$ cat config.mk
export PLATFORM = sky130hd
export DESIGN_NAME = reg_write_ctrl
export DESIGN_NICKNAME = d
export VERILOG_FILES = /design/src/rtl/reg_pkg.sv /design/src/rtl/reg_write_ctrl_wb_fifo.sv /design/src/rtl/reg_write_ctrl.sv
export SDC_FILE = /design/constraint.sdc
export NUM_CORES = 1
export LEC_CHECK = 0
export ABC_AREA = 1
export BUFFER_PORTS_ARGS = -buffer_cell sky130_fd_sc_hd__buf_4
export CORE_ASPECT_RATIO = 1.4
export CORE_MARGIN = 2
export CORE_UTILIZATION = 40
export DETAILED_ROUTE_END_ITERATION = 10
export REMOVE_ABC_BUFFERS = 1
export SKIP_CTS_REPAIR_TIMING = 1
export SYNTH_ARGS = -nofsm -noshare
export SYNTH_HDL_FRONTEND = slang
export SYNTH_HIERARCHICAL = 1
export SYNTH_SLANG_ARGS = --single-unit
export TNS_END_PERCENT = 50
$ cat constraint.sdc
create_clock -name clk -period 4.9 [get_ports clk]
set_clock_uncertainty 0.1 [all_clocks]
set_input_delay 0.49 -clock clk [delete_from_list [all_inputs] [get_ports clk]]
set_output_delay 0.49 -clock clk [all_outputs]
set_load 0.03 [all_outputs]
$ cat src/rtl/reg_pkg.sv
// Shared types and constants for the register-file write controller.
package reg_pkg;

  localparam logic [3:0] REG_PC   = 4'd8;
  localparam logic [3:0] REG_SP   = 4'd9;
  localparam logic [3:0] REG_FLAG = 4'd10;

  typedef enum logic [1:0] {
    IDLE  = 2'd0,
    WR_LO = 2'd1,
    WR_HI = 2'd2
  } wr_state_t;

  typedef struct packed {
    logic [3:0]  addr;
    logic [31:0] data;
    logic        wide;
  } wb_req_t;

  // A request is split into two half-word writes only when it is flagged
  // wide and targets one of the two 32-bit registers.
  function automatic logic is_split(input wb_req_t req,
                                    input logic [3:0] pc_addr,
                                    input logic [3:0] sp_addr);
    return req.wide && ((req.addr == pc_addr) || (req.addr == sp_addr));
  endfunction

endpackage

$ cat src/rtl/reg_write_ctrl_wb_fifo.sv
// Request FIFO for writeback requests, with a per-entry address view used
// by the hazard check.
module wb_fifo
  import reg_pkg::*;
#(
  parameter int DEPTH = 4
) (
  input  logic                         clk,
  input  logic                         rst,
  input  logic                         push,
  input  wb_req_t                      push_req,
  input  logic                         pop,
  output wb_req_t                      head,
  output logic                         full,
  output logic                         empty,
  output logic [$clog2(DEPTH):0]       count,
  output logic [DEPTH-1:0]             entry_valid,
  output logic [DEPTH-1:0][3:0]        entry_addr
);

  localparam int AW = $clog2(DEPTH);
  localparam int CW = AW + 1;

  wb_req_t         mem [DEPTH];
  logic [AW-1:0]   wr_ptr_reg;
  logic [AW-1:0]   rd_ptr_reg;
  logic [CW-1:0]   count_reg;
  logic            do_push;
  logic            do_pop;

  // A full FIFO refuses a push even when it pops in the same cycle.
  assign full    = (count_reg == CW'(DEPTH));
  assign empty   = (count_reg == '0);
  assign do_push = push && !full;
  assign do_pop  = pop && !empty;
  assign count   = count_reg;
  assign head    = mem[rd_ptr_reg];

  // Storage array; contents need no reset because validity comes from the pointers.
  always_ff @(posedge clk) begin
    if (do_push) begin
      mem[wr_ptr_reg] <= push_req;
    end
  end

  // Pointer and occupancy bookkeeping; pointers wrap naturally at DEPTH.
  always_ff @(posedge clk or negedge rst) begin
    if (!rst) begin
      wr_ptr_reg <= '0;
      rd_ptr_reg <= '0;
      count_reg  <= '0;
    end else begin
      if (do_push) begin
        wr_ptr_reg <= wr_ptr_reg + AW'(1);
      end
      if (do_pop) begin
        rd_ptr_reg <= rd_ptr_reg + AW'(1);
      end
      case ({do_push, do_pop})
        2'b10:   count_reg <= count_reg + CW'(1);
        2'b01:   count_reg <= count_reg - CW'(1);
        default: count_reg <= count_reg;
      endcase
    end
  end

  // An entry is live when its distance from the read pointer is below the count.
  for (genvar gi = 0; gi < DEPTH; gi++) begin : g_view
    logic [AW-1:0] offset;
    assign offset          = AW'(gi) - rd_ptr_reg;
    assign entry_valid[gi] = ({1'b0, offset} < count_reg);
    assign entry_addr[gi]  = mem[gi].addr;
  end

endmodule

$ cat src/rtl/reg_write_ctrl.sv
// Writeback-to-register-file write master: queues requests, splits 32-bit
// PC/SP writes into two half-word writes and reports pending-write hits.
module reg_write_ctrl
  import reg_pkg::*;
#(
  parameter int         DEPTH   = 4,
  parameter int         DW      = 16,
  parameter logic [3:0] PC_ADDR = REG_PC,
  parameter logic [3:0] SP_ADDR = REG_SP
) (
  input  logic          clk,
  input  logic          rst,
  input  logic          wb_valid,
  input  logic [3:0]    wb_addr,
  input  logic [31:0]   wb_data,
  input  logic          wb_wide,
  output logic          wb_ready,
  output logic          write_enable,
  output logic [3:0]    write_addr,
  output logic [DW-1:0] write_data,
  output logic          dirc_byte,
  input  logic [3:0]    chk_addr,
  output logic          chk_hit,
  output logic          idle
);

  wr_state_t                 state_reg;
  wr_state_t                 state_next;
  logic [3:0]                held_addr_reg;
  logic [15:0]               held_hi_reg;

  wb_req_t                   push_req;
  wb_req_t                   head;
  logic                      fifo_full;
  logic                      fifo_empty;
  logic [$clog2(DEPTH):0]    fifo_count;
  logic [DEPTH-1:0]          entry_valid;
  logic [DEPTH-1:0][3:0]     entry_addr;
  logic [DEPTH-1:0]          fifo_hit;

  logic                      pop;
  logic                      load_held;
  logic                      write_enable_next;
  logic [3:0]                write_addr_next;
  logic [DW-1:0]             write_data_next;
  logic                      dirc_byte_next;

  assign push_req = '{addr: wb_addr, data: wb_data, wide: wb_wide};
  assign wb_ready = !fifo_full;

  wb_fifo #(
    .DEPTH (DEPTH)
  ) u_fifo (
    .clk         (clk),
    .rst         (rst),
    .push        (wb_valid),
    .push_req    (push_req),
    .pop         (pop),
    .head        (head),
    .full        (fifo_full),
    .empty       (fifo_empty),
    .count       (fifo_count),
    .entry_valid (entry_valid),
    .entry_addr  (entry_addr)
  );

  // State, held wide entry and registered write-port outputs.
  always_ff @(posedge clk or negedge rst) begin
    if (!rst) begin
      state_reg     <= IDLE;
      held_addr_reg <= '0;
      held_hi_reg   <= '0;
      write_enable  <= 1'b1;
      write_addr    <= '0;
      write_data    <= '0;
      dirc_byte     <= 1'b0;
    end else begin
      state_reg <= state_next;
      if (load_held) begin
        held_addr_reg <= head.addr;
        held_hi_reg   <= head.data[31:16];
      end
      write_enable <= write_enable_next;
      write_addr   <= write_addr_next;
      write_data   <= write_data_next;
      dirc_byte    <= dirc_byte_next;
    end
  end

  // Next state: a split entry walks IDLE -> WR_LO -> WR_HI -> IDLE.
  always_comb begin
    state_next = state_reg;
    case (state_reg)
      IDLE: begin
        if (!fifo_empty && is_split(head, PC_ADDR, SP_ADDR)) begin
          state_next = WR_LO;
        end
      end
      WR_LO:   state_next = WR_HI;
      WR_HI:   state_next = IDLE;
      default: state_next = IDLE;
    endcase
  end

  // Output values for the coming cycle; the low half of a split write is
  // launched from IDLE so that it is on the port while the FSM sits in WR_LO.
  always_comb begin
    pop               = 1'b0;
    load_held         = 1'b0;
    write_enable_next = 1'b1;
    write_addr_next   = write_addr;
    write_data_next   = write_data;
    dirc_byte_next    = 1'b0;
    case (state_reg)
      IDLE: begin
        if (!fifo_empty) begin
          pop               = 1'b1;
          load_held         = is_split(head, PC_ADDR, SP_ADDR);
          write_enable_next = 1'b0;
          write_addr_next   = head.addr;
          write_data_next   = DW'(head.data[15:0]);
          dirc_byte_next    = 1'b0;
        end
      end
      WR_LO: begin
        write_enable_next = 1'b0;
        write_addr_next   = held_addr_reg;
        write_data_next   = DW'(held_hi_reg);
        dirc_byte_next    = 1'b1;
      end
      default: begin
        write_enable_next = 1'b1;
      end
    endcase
  end

  // Pending-write hit: any live FIFO entry, the held split entry, or the
  // write currently on the port.
  for (genvar gi = 0; gi < DEPTH; gi++) begin : g_hit
    assign fifo_hit[gi] = entry_valid[gi] && (entry_addr[gi] == chk_addr);
  end

  assign chk_hit = (|fifo_hit)
                || ((state_reg != IDLE) && (held_addr_reg == chk_addr))
                || (!write_enable && (write_addr == chk_addr));

  assign idle = (fifo_count == '0) && (state_reg == IDLE) && write_enable;

endmodule

==> results of run 1 <==
## metrics by stage
stage               instances  hold WS, ns  instance area [um2]  setup WS [ns]
finish                   1074       0.0109                 9730           1.33
global route             1074       0.0499                 9730          0.989
CTS                      1074       0.0391                 9730           1.30
detailed placement       1042        0.359                 9190           1.77
global placement         1042        0.360                 9190           1.80
floorplan                 701       0.0944                 8230          0.452
## power by group through the flow
stage | registers, uW | logic (uW) | clock network (uW)
3_3_place_gp | 2530 | 2500 | 0
4_1_cts | 2500 | 2540 | 1290
5_1_grt | 2540 | 2790 | 1360
3_5_place_dp | 2530 | 2530 | 0
2_1_floorplan | 2770 | 1350 | 0
6_report | 2500 | 2510 | 1270
## logic make-up (layout without fill, tap and decap cells)
group	Yosys count	count (layout)
simple gates	391	391
flops	199	199
fa+ha+maj	10	10
xor+xnor	7	7
buf+inv	99	156
compound gates	51	51
## cells in the mapped netlist (12+ instances only)
| master | n | area [um2] |
|---|---|---|
| nand2_1 | 167 | 627 |
| nor2_1 | 49 | 184 |
| dfrtp_1 | 50 | 1250 |
| o21ai_0 | 16 | 80.1 |
| buf_4 | 27 | 203 |
| edfxtp_1 | 148 | 4440 |
| a21oi_1 | 19 | 95.1 |
| nand3_2 | 25 | 250 |
| buf_2 | 18 | 90.1 |
| nand3_1 | 100 | 500 |
| nand4_1 | 38 | 238 |
| inv_1 | 31 | 116 |
| o21ai_1 | 12 | 60.1 |
## cell type report
| type | instances | area (um2) | area share (%) |
|---|---|---|---|
| multi-input cells | 459 | 2370 | 24.4 |
| flip-flops and latches | 199 | 5720 | 58.8 |
| inverters | 43 | 161 | 1.66 |
| clock inverters | 9 | 70.1 | 0.720 |
| repair buffers | 81 | 608 | 6.25 |
| clock buffers | 23 | 468 | 4.81 |
| well taps | 260 | 325 | 3.34 |
## per-layer routing
layer	vias to the layer above	part of all wire [%]	track usage, %
met4	0	2.7	8.33
met1	2764	41	21.7
met2	159	52	31.4
li1	2700	-	-
met5	-	0	0
met3	30	4.4	3.01
## worst min-delay path by stage
stage                   start                   end  slack, ns  cells after the start
2_1_floorplan             rst             dirc_byte       0.09                      0
3_3_place_gp   held_hi_reg[1]        held_hi_reg[1]       0.36                      2
3_5_place_dp   held_hi_reg[0]        held_hi_reg[0]       0.36                      2
4_1_cts                   rst         write_addr[0]       0.04                      1
5_1_grt                   rst  u_fifo/wr_ptr_reg[0]       0.05                      1
6_report                  rst       u_fifo/count[0]       0.01                      1
## worst register-to-register path: cells and delay by family, from the launching register on
| kind | cells | cell delay, ns |
|---|---|---|
| buf+inv | 3 | 1.26 |
| flops | 1 | 0.36 |
| simple gates | 8 | 1.20 |
==> results by group, run 1 <==
Outcome
  • Status: finished, final reports clean

Timing
  • Achievable Freq: between 0.2 and 0.3 GHz
  • Final Cycle Share: 72.8%
  • Worst relative slew slack: 29.9%
  • RSZ-0062 raised after global routing: no
  • Max Slew Vio Count: 0
  • Slew @ Worst Pin: between 1 and 1.5 ns
  • Final worst path period need: 3.57 ns
  • Setup TNS: 0 ns
  • Hold Fails Final Rpt: 0
  • Final Setup Violations: 0

GRT
  • Number of global-route vias before repair: approximately 5600
  • Total grt overflow: 0
  • Largest net degree at the start of global routing: 79
  • Total GRT Usage: 18.0%
  • Initial antenna violation count: 0
  • First-pass GRT wire length: about 30000 um

Detailed routing
  • # DRC: 0
  • Total number of vias: 5653
  • Iteration-0 DRC Markers: 471
  • WL per Instance: approximately 18 um
  • Antenna-violating nets left: 0
  • DR vias/cell: 5.26
  • Number of detailed-route iterations in the first pass: 5
  • WL final: roughly 20000 um

Die
  • Initial Util: 40.7%
  • Die Area: 22800 um2
  • Rows: 63
  • Vert. Die Dim: 178 um
  • Die width: 128 um
  • IO Count: 69
  • Core box area: 21200 um2

Placed design
  • Dpl hpwl: about 12000 um
  • GPL Wtd Cong: 0.871
  • Port-buffer cells: 68

Worst setup path
  • Crit path largest cell delay: between 0.7 and 0.8 ns
  • R2R Path End: held_hi_reg[9]
  • Worst Path Buf+Inv: 3
  • CP max stage cell: buf_4
  • Data required time of the worst path: 4.31 ns
  • Worst path cell trace: buf_4 > nand2_1 > nand2_2 > inv_2 > ha_1 > a21boi_1 > o21ai_1 > nand2_1 > nor2_1 > nand3_1 > nand2_1 > nor2_1 > nand2_1 > buf_4
  • Worst R2R Start: u_fifo/rd_ptr_reg[0]
  • Most used cell, CP: nand2_1
  • Worst R2R Path Depth: 11
  • Critical path class: flip-flop to output port
  • R2R Setup Slk: 1.86 ns
  • Critical path startpoint: u_fifo/rd_ptr_reg[0]
  • Delay-heaviest family, CP: buffers and inverters
  • WP depth: 14
  • CP endpoint: chk_hit
  • CP Capture Type: output port
  • Worst Path Arrival: 2.98 ns
  • CP Launch Type: flip-flop
  • Worst-path fanout max: 78

Pwr
  • Power, Total: 6280 uW
  • Switching portion of total power: 40.4%
  • Leak: 0.00385 uW
  • Total power divided by cell area: about 650 nW/um2
  • Sw power: between 2000 and 3000 uW
  • Max VDD drop: 0.326 mV
  • Combinational fraction of design power: 40.0%
  • Clock power frac: between 20% and 30%
  • Seq pwr share: 39.9%
  • Internal power: 3740 uW

Yosys
  • Post-synthesis xor/xnor area fraction: less than 1%
  • Cells after Synth: 757
  • Compound-cell area share of the yosys netlist: 3.06%
  • Yosys reg bits: 199
  • YS warnings: 6
  • Average size of a mapped cell: 11.4 um2
  • Mapped Area: between 8000 and 9000 um2
  • Synth Area in Adders: under 10%
  • Post-synth EDFFs: 148
  • Mux contribution to synthesized area: 0%
  • Simple-gate share of the synthesized area: 21.8%
  • Main combinational cell family by area after synthesis: simple AND/OR/NAND/NOR gates
  • Sequential element share of the synthesized area: 66.3%
  • Async SR Flop Fraction: around a quarter
  • Yosys cell types: 30
  • Top_reg_cell synth: edfxtp_1

Cells and area
  • Commonest non-fill, non-tap cell in the layout: nand2_1
  • Final core occ: 45.9%
  • Layout net count: about 860
  • Fillers: 1923
  • Most frequent cells in the layout: 167 x nand2_1, 148 x edfxtp_1, 100 x nand3_1
  • Largest register FFs: 148
  • Layout area overhead: 12.7%
  • Antenna cell count: 0
  • Layout cells sized above 1: 19.5%

Flow run
  • Max Cap Viol: 0

Clocking
  • CTS H-tree lvls: 4
  • Clk_lat worst skew: 0.42 ns
  • CTS tree: yes
  • CTS Root Cell: clkbuf_16
  • TritonCTS Sinks: 199
  • Num CTS Buffers: 17
  • Clock Path Buffers: 2
  • Clock-pin transition on the worst setup and hold timing paths: 0.07 ns

Worst hold path
  • Hold Crit Class: primary input to asynchronous set/reset pin
Power figures use the tool's default switching activity.
==> run 2, diff against run 1 <==
==> constraint.sdc (replaced) <==
create_clock -name clk -period 3.45 [get_ports clk]
set_clock_uncertainty 0.1 [all_clocks]
set_input_delay 0.345 -clock clk [delete_from_list [all_inputs] [get_ports clk]]
set_output_delay 0.345 -clock clk [all_outputs]
set_load 0.03 [all_outputs]
==> run 2 against run 1 <==
Compared with the run above: flip-flop and latch count did not move; sequential power increased by 43%; first-iteration DRC count up 4.0%; critical path type unchanged.
==> results by group, run 2 (synthesis results as in run 1) <==
Worst setup path
  • Critical path class: flip-flop to output port
  • CP max stage cell: buf_4
  • Data required time of the worst path: approximately 3.0 ns
  • Worst-path fanout max: 40
  • CP Launch Type: flip-flop
  • CP Capture Type: output port
  • Most used cell, CP: nand2_1
  • Crit path largest cell delay: around 0.46 ns
  • Worst Path Arrival: 2.61 ns
  • Worst path cell trace: buf_4 > nand2_1 > nand2_2 > inv_2 > ha_1 > a21boi_1 > o21ai_1 > nand2_1 > nor2_1 > nand3_1 > nand2_1 > nor2_1 > nand2_1 > buf_4

Clocking
  • Clock-pin transition on the worst setup and hold timing paths: 0.08 ns
  • TritonCTS Sinks: 199
  • Clock Path Buffers: 2
  • Clk_lat worst skew: between 0.4 and 0.5 ns
  • CTS tree: yes
  • CTS Root Cell: clkbuf_16
  • Num CTS Buffers: 17
  • CTS H-tree lvls: 4

Placed design
  • Port-buffer cells: 68
  • GPL Wtd Cong: 0.788
  • Cell Area, Placed: 9240 um2
  • Dpl hpwl: 12400 um

Flow run
  • Max Cap Viol: 0

Pwr
  • Leak: ~0.0039 uW
  • Power, Total: 9030 uW
  • Total power divided by cell area: 920 nW/um2
  • Max VDD drop: 0.392 mV

Detailed routing
  • Total number of vias: around 5600
  • # DRC: 0
  • DR vias/cell: 5.23
  • WL final: slightly below 20000 um
  • Number of detailed-route iterations in the first pass: 5
  • Iteration-0 DRC Markers: 490
  • Antenna-violating nets left: 0
  • WL per Instance: 17.9 um

GRT
  • Number of global-route vias before repair: between 5000 and 6000
  • Total GRT Usage: 17.5%
  • Initial antenna violation count: 0
  • Total grt overflow: 0
  • First-pass GRT wire length: 30400 um
  • Largest net degree at the start of global routing: 52

Timing
  • RSZ-0062 raised after global routing: no
  • Final hold slack: around 0.014 ns
  • Final Setup Violations: 0
  • Achievable Freq: between 0.3 and 0.4 GHz
  • Hold Fails Final Rpt: 0
  • Max Slew Vio Count: 0
  • Final Cycle Share: 88.4%
  • Worst relative slew slack: 53.0%
  • Slew @ Worst Pin: about 0.7 ns
  • Final worst path period need: 3.05 ns

Die
  • Rows: 63
  • Initial Util: 40.7%
  • Die Area: roughly 23000 um2
  • Die width: 128 um
  • IO Count: 69
  • Vert. Die Dim: 178 um
  • Core box area: 21200 um2

Cells and area
  • Largest register FFs: 148
  • Layout net count: 859
  • Commonest non-fill, non-tap cell in the layout: nand2_1
  • Layout area overhead: 13.6%
  • Layout cells sized above 1: 20.0%
  • Antenna cell count: 0
  • Most frequent cells in the layout: 167 x nand2_1, 148 x edfxtp_1, 100 x nand3_1
  • Final Instance Area: 9810 um2

Outcome
  • Status: finished, final reports clean

Worst hold path
  • Hold Crit Class: primary input to flip-flop
-- run 2: cell count changes in the layout (fill, tap and decap cells not counted), sizes merged --
| cell | before | now |
|---|---|---|
| clkinv | 3 | 6 |
| inv | 46 | 49 |
| dlygate4sd3 | 0 | 1 |
| buf | 81 | 84 |
| clkinvlp | 3 | 1 |
| clkbuf | 23 | 19 |
-- run 2: worst paths after layout --
path / start / to / slack (ns) / depth (start not counted)
max in group asynchronous: rst / held_hi_reg[5] / 2.37 / 2
setup reg to reg: u_fifo/rd_ptr_reg[0] / held_hi_reg[12] / 0.97 / 9
setup / recovery: u_fifo/rd_ptr_reg[1] / chk_hit / 0.40 / 14
min in group asynchronous: rst / u_fifo/count[0] / 0.39 / 2
hold / removal: wb_data[29] / u_fifo/mem[2][30] / 0.01 / 1
hold reg to reg: held_hi_reg[10] / held_hi_reg[10] / 0.38 / 2
-- run 2: metrics by stage --
step	TNS (ns)	cells	utilization [%]	setup slack, ns
2_1_floorplan	-14.51	701	-	-0.853
3_3_place_gp	0	1045	43.6	0.858
3_5_place_dp	0	1045	43.6	0.847
4_1_cts	0	1077	46.2	0.378
5_1_grt	0	1078	46.3	0.145
6_report	0	1078	46.3	0.400
-- run 2: cell type report --
type | instances | area (um2)
fillers | 1925 | 11400
flip-flops and latches | 199 | 5720
multi-input cells | 459 | 2370
repair buffers | 85 | 666
clock buffers | 19 | 433
well taps | 260 | 325
inverters | 43 | 161
clock inverters | 13 | 133
-- run 2: worst max-delay path, delay by kind of cell (launching register included) --
kind	cells	cell delay, ns
AO/OA/AOI/OAI	2	0.28
AND/OR/NAND/NOR	8	0.63
flip-flops	1	0.36
buffers and inverters	3	0.65
adder cells (fa/ha/maj)	1	0.26
-- run 2: power breakdown --
group	internal, uW	switching, uW	total, uW	leakage (uW)
Combinational	1130	2430	3560	0.00163
Clock	964	935	1900	0.000275
Sequential	3250	323	3570	0.00199
Total	5340	3690	9030	0.00389
-- run 2: layer usage --
layer | GRT usage [%] | part of all wire [%] | up-vias
li1 | - | - | 2703
met1 | 21.6 | 41 | 2748
met2 | 31.2 | 53 | 154
met3 | 2.05 | 3.5 | 34
met4 | 7.05 | 2.4 | 0
met5 | 0 | 0 | -
==> run 3, diff against run 2 <==
--- a/config.mk
+++ b/config.mk
@@ -8,7 +8,6 @@
 export ABC_AREA = 1
 export BUFFER_PORTS_ARGS = -buffer_cell sky130_fd_sc_hd__buf_4
 export CORE_ASPECT_RATIO = 1.4
-export CORE_MARGIN = 2
 export CORE_UTILIZATION = 40
 export DETAILED_ROUTE_END_ITERATION = 10
 export REMOVE_ABC_BUFFERS = 1
==> run 3 against run 2 <==
Compared with the run above: register-to-register slack got worse by 0.29 ns; sequential power barely moved; count of clock-buffer cells in the layout rose by 1; highest routed layer unchanged.
==> results by group, run 3 (synthesis results as in run 1) <==
Detailed routing
  • Number of detailed-route iterations in the first pass: 5
  • # DRC: 0
  • WL final: approximately 19000 um
  • Total number of vias: 5630
  • WL per Instance: 17.8 um
  • DR vias/cell: roughly 5.2
  • Iteration-0 DRC Markers: roughly 400
  • Antenna-violating nets left: 0

Worst setup path
  • R2R Path End: u_fifo/count[2]
  • Critical path class: flip-flop to output port
  • CP Capture Type: output port
  • CP endpoint: chk_hit
  • Critical path startpoint: u_fifo/rd_ptr_reg[0]
  • R2R Setup Slk: 0.68 ns
  • Worst R2R Path Depth: 14
  • Worst Path Arrival: 2.69 ns
  • Worst R2R Start: u_fifo/count[1]
  • CP Launch Type: flip-flop
  • Worst-path fanout max: 44
  • Data required time of the worst path: 3.00 ns

Pwr
  • Combinational fraction of design power: between 30 and 40%
  • Sw power: 3620 uW
  • Switching portion of total power: 40.2%
  • Max VDD drop: 0.368 mV
  • Leak: 0.00390 uW
  • Total power divided by cell area: 912 nW/um2
  • Clock power frac: 20.5%
  • Seq pwr share: 39.8%
  • Internal power: 5390 uW

Clocking
  • CTS H-tree lvls: 4
  • Clock-pin transition on the worst setup and hold timing paths: 0.07 ns
  • Clk_lat worst skew: 0.43 ns
  • Clock Path Buffers: 2
  • Num CTS Buffers: 17
  • CTS tree: yes
  • TritonCTS Sinks: 199
  • CTS Root Cell: clkbuf_16

Cells and area
  • Layout net count: 865
  • Layout cells sized above 1: approximately a fifth
  • Most frequent cells in the layout: 167 x nand2_1, 148 x edfxtp_1, 100 x nand3_1
  • Antenna cell count: 0
  • Final Instance Area: 9880 um2
  • Commonest non-fill, non-tap cell in the layout: nand2_1
  • Layout area overhead: 14.4%
  • Largest register FFs: approximately 150
  • Cell Count, Final, Fillers Out: 1084
  • Final core occ: 46.6%

Timing
  • Max Slew Vio Count: 0
  • Worst relative slew slack: 35.0%
  • Hold Fails Final Rpt: 0
  • RSZ-0062 raised after global routing: no
  • Final Setup Violations: 0
  • Final worst path period need: 3.14 ns
  • Final Cycle Share: 90.9%
  • Slew @ Worst Pin: 0.973 ns
  • Achievable Freq: 0.319 GHz

GRT
  • Number of global-route vias before repair: 5536
  • Total grt overflow: 0
  • Total GRT Usage: a little under a fifth
  • Initial antenna violation count: 0
  • First-pass GRT wire length: a little over 30000 um
  • Largest net degree at the start of global routing: 52

Worst hold path
  • Hold Crit Class: primary input to flip-flop

Die
  • IO Count: 69
  • Initial Util: 40.7%
  • Die width: approximately 130 um
  • Vert. Die Dim: 176 um
  • Die Area: 22200 um2
  • Core box area: around 21000 um2
  • Rows: 63

Outcome
  • Status: finished, final reports clean

Placed design
  • Dpl hpwl: around 13000 um
  • Placed cell count: around 1000
  • Port-buffer cells: 68
  • Cell Area, Placed: 9240 um2
  • GPL Wtd Cong: 0.814

Flow run
  • Max Cap Viol: 0
run 3: cell count changes in the layout (fill, tap and decap cells not counted):
cell and change:
clkinv_1 +2, clkinv_8 -1, clkinv_2 +2, clkinv_4 -2, clkbuf_8 +1, buf_4 -3, clkinvlp_4 +3, buf_12 +1
bufinv_16 +1, dlygate4sd3_1 +8, inv_6 -1, inv_8 -5
run 3: power by group through the flow:
stage | logic (uW) | clock network, uW | registers [uW]
after floorplan | 1920 | 0 | 3930
after global placement | 3560 | 0 | 3630
after detailed placement | 3610 | 0 | 3630
after CTS | 3620 | 1870 | 3590
after global routing | 4000 | 1980 | 3630
final | 3580 | 1850 | 3580
run 3: worst min-delay path by stage:
stage	from	depth (start not counted)	slack (ns)	endpoint
3_3_place_gp	rst	1	0.32	u_fifo/wr_ptr_reg[0]
4_1_cts	rst	1	-0.14	u_fifo/wr_ptr_reg[0]
3_5_place_dp	rst	1	0.32	u_fifo/wr_ptr_reg[0]
6_report	wb_data[11]	1	0.02	u_fifo/mem[1][12]
5_1_grt	wb_data[11]	1	0.001	u_fifo/mem[3][12]
2_1_floorplan	rst	0	-0.05	dirc_byte
run 3: worst max-delay path, stage by stage, from the launching register on:
cell and delay, ns:
dfrtp_2 0.36, buf_4 0.49, nand2_1 0.15, nand2_2 0.12, inv_2 0.04, ha_1 0.26
a21boi_1 0.13, o21ai_1 0.16, nand2_1 0.07, nor2_1 0.10, nand3_1 0.08, nand2_1 0.07
nor2_1 0.04, nand2_1 0.05, buf_4 0.15
run 3: metal layers:
layer / vias to the layer above / routed length (um) / global-route usage [%]
li1: 2714 / - / -
met1: 2787 / 8070 / 21.8
met2: 105 / 10300 / 33.0
met3: 24 / 556 / 3.11
met4: 0 / 382 / 7.08
met5: - / 0 / 0
run 3: stage by stage:
| step | hold slack, ns | setup WS, ns | TNS (ns) | total power [uW] |
|---|---|---|---|---|
| after floorplan | -0.0506 | -0.853 | -14.51 | 5850 |
| after detailed placement | 0.320 | 0.735 | 0 | 7240 |
| after global routing | 0.00100 | 0.118 | 0 | 9610 |
| after CTS | -0.140 | 0.274 | 0 | 9070 |
| final | 0.0192 | 0.314 | 0 | 9010 |
| after global placement | 0.324 | 0.785 | 0 | 7190 |
run 3: cell type report:
type                       count  area (um2)
clock buffer                  20         447
clock inverter                12         104
fill                        1954       11300
inverter                      43         161
multi-input combinational    459        2370
sequential                   199        5720
tap                          260         325
timing repair buffer          91         743
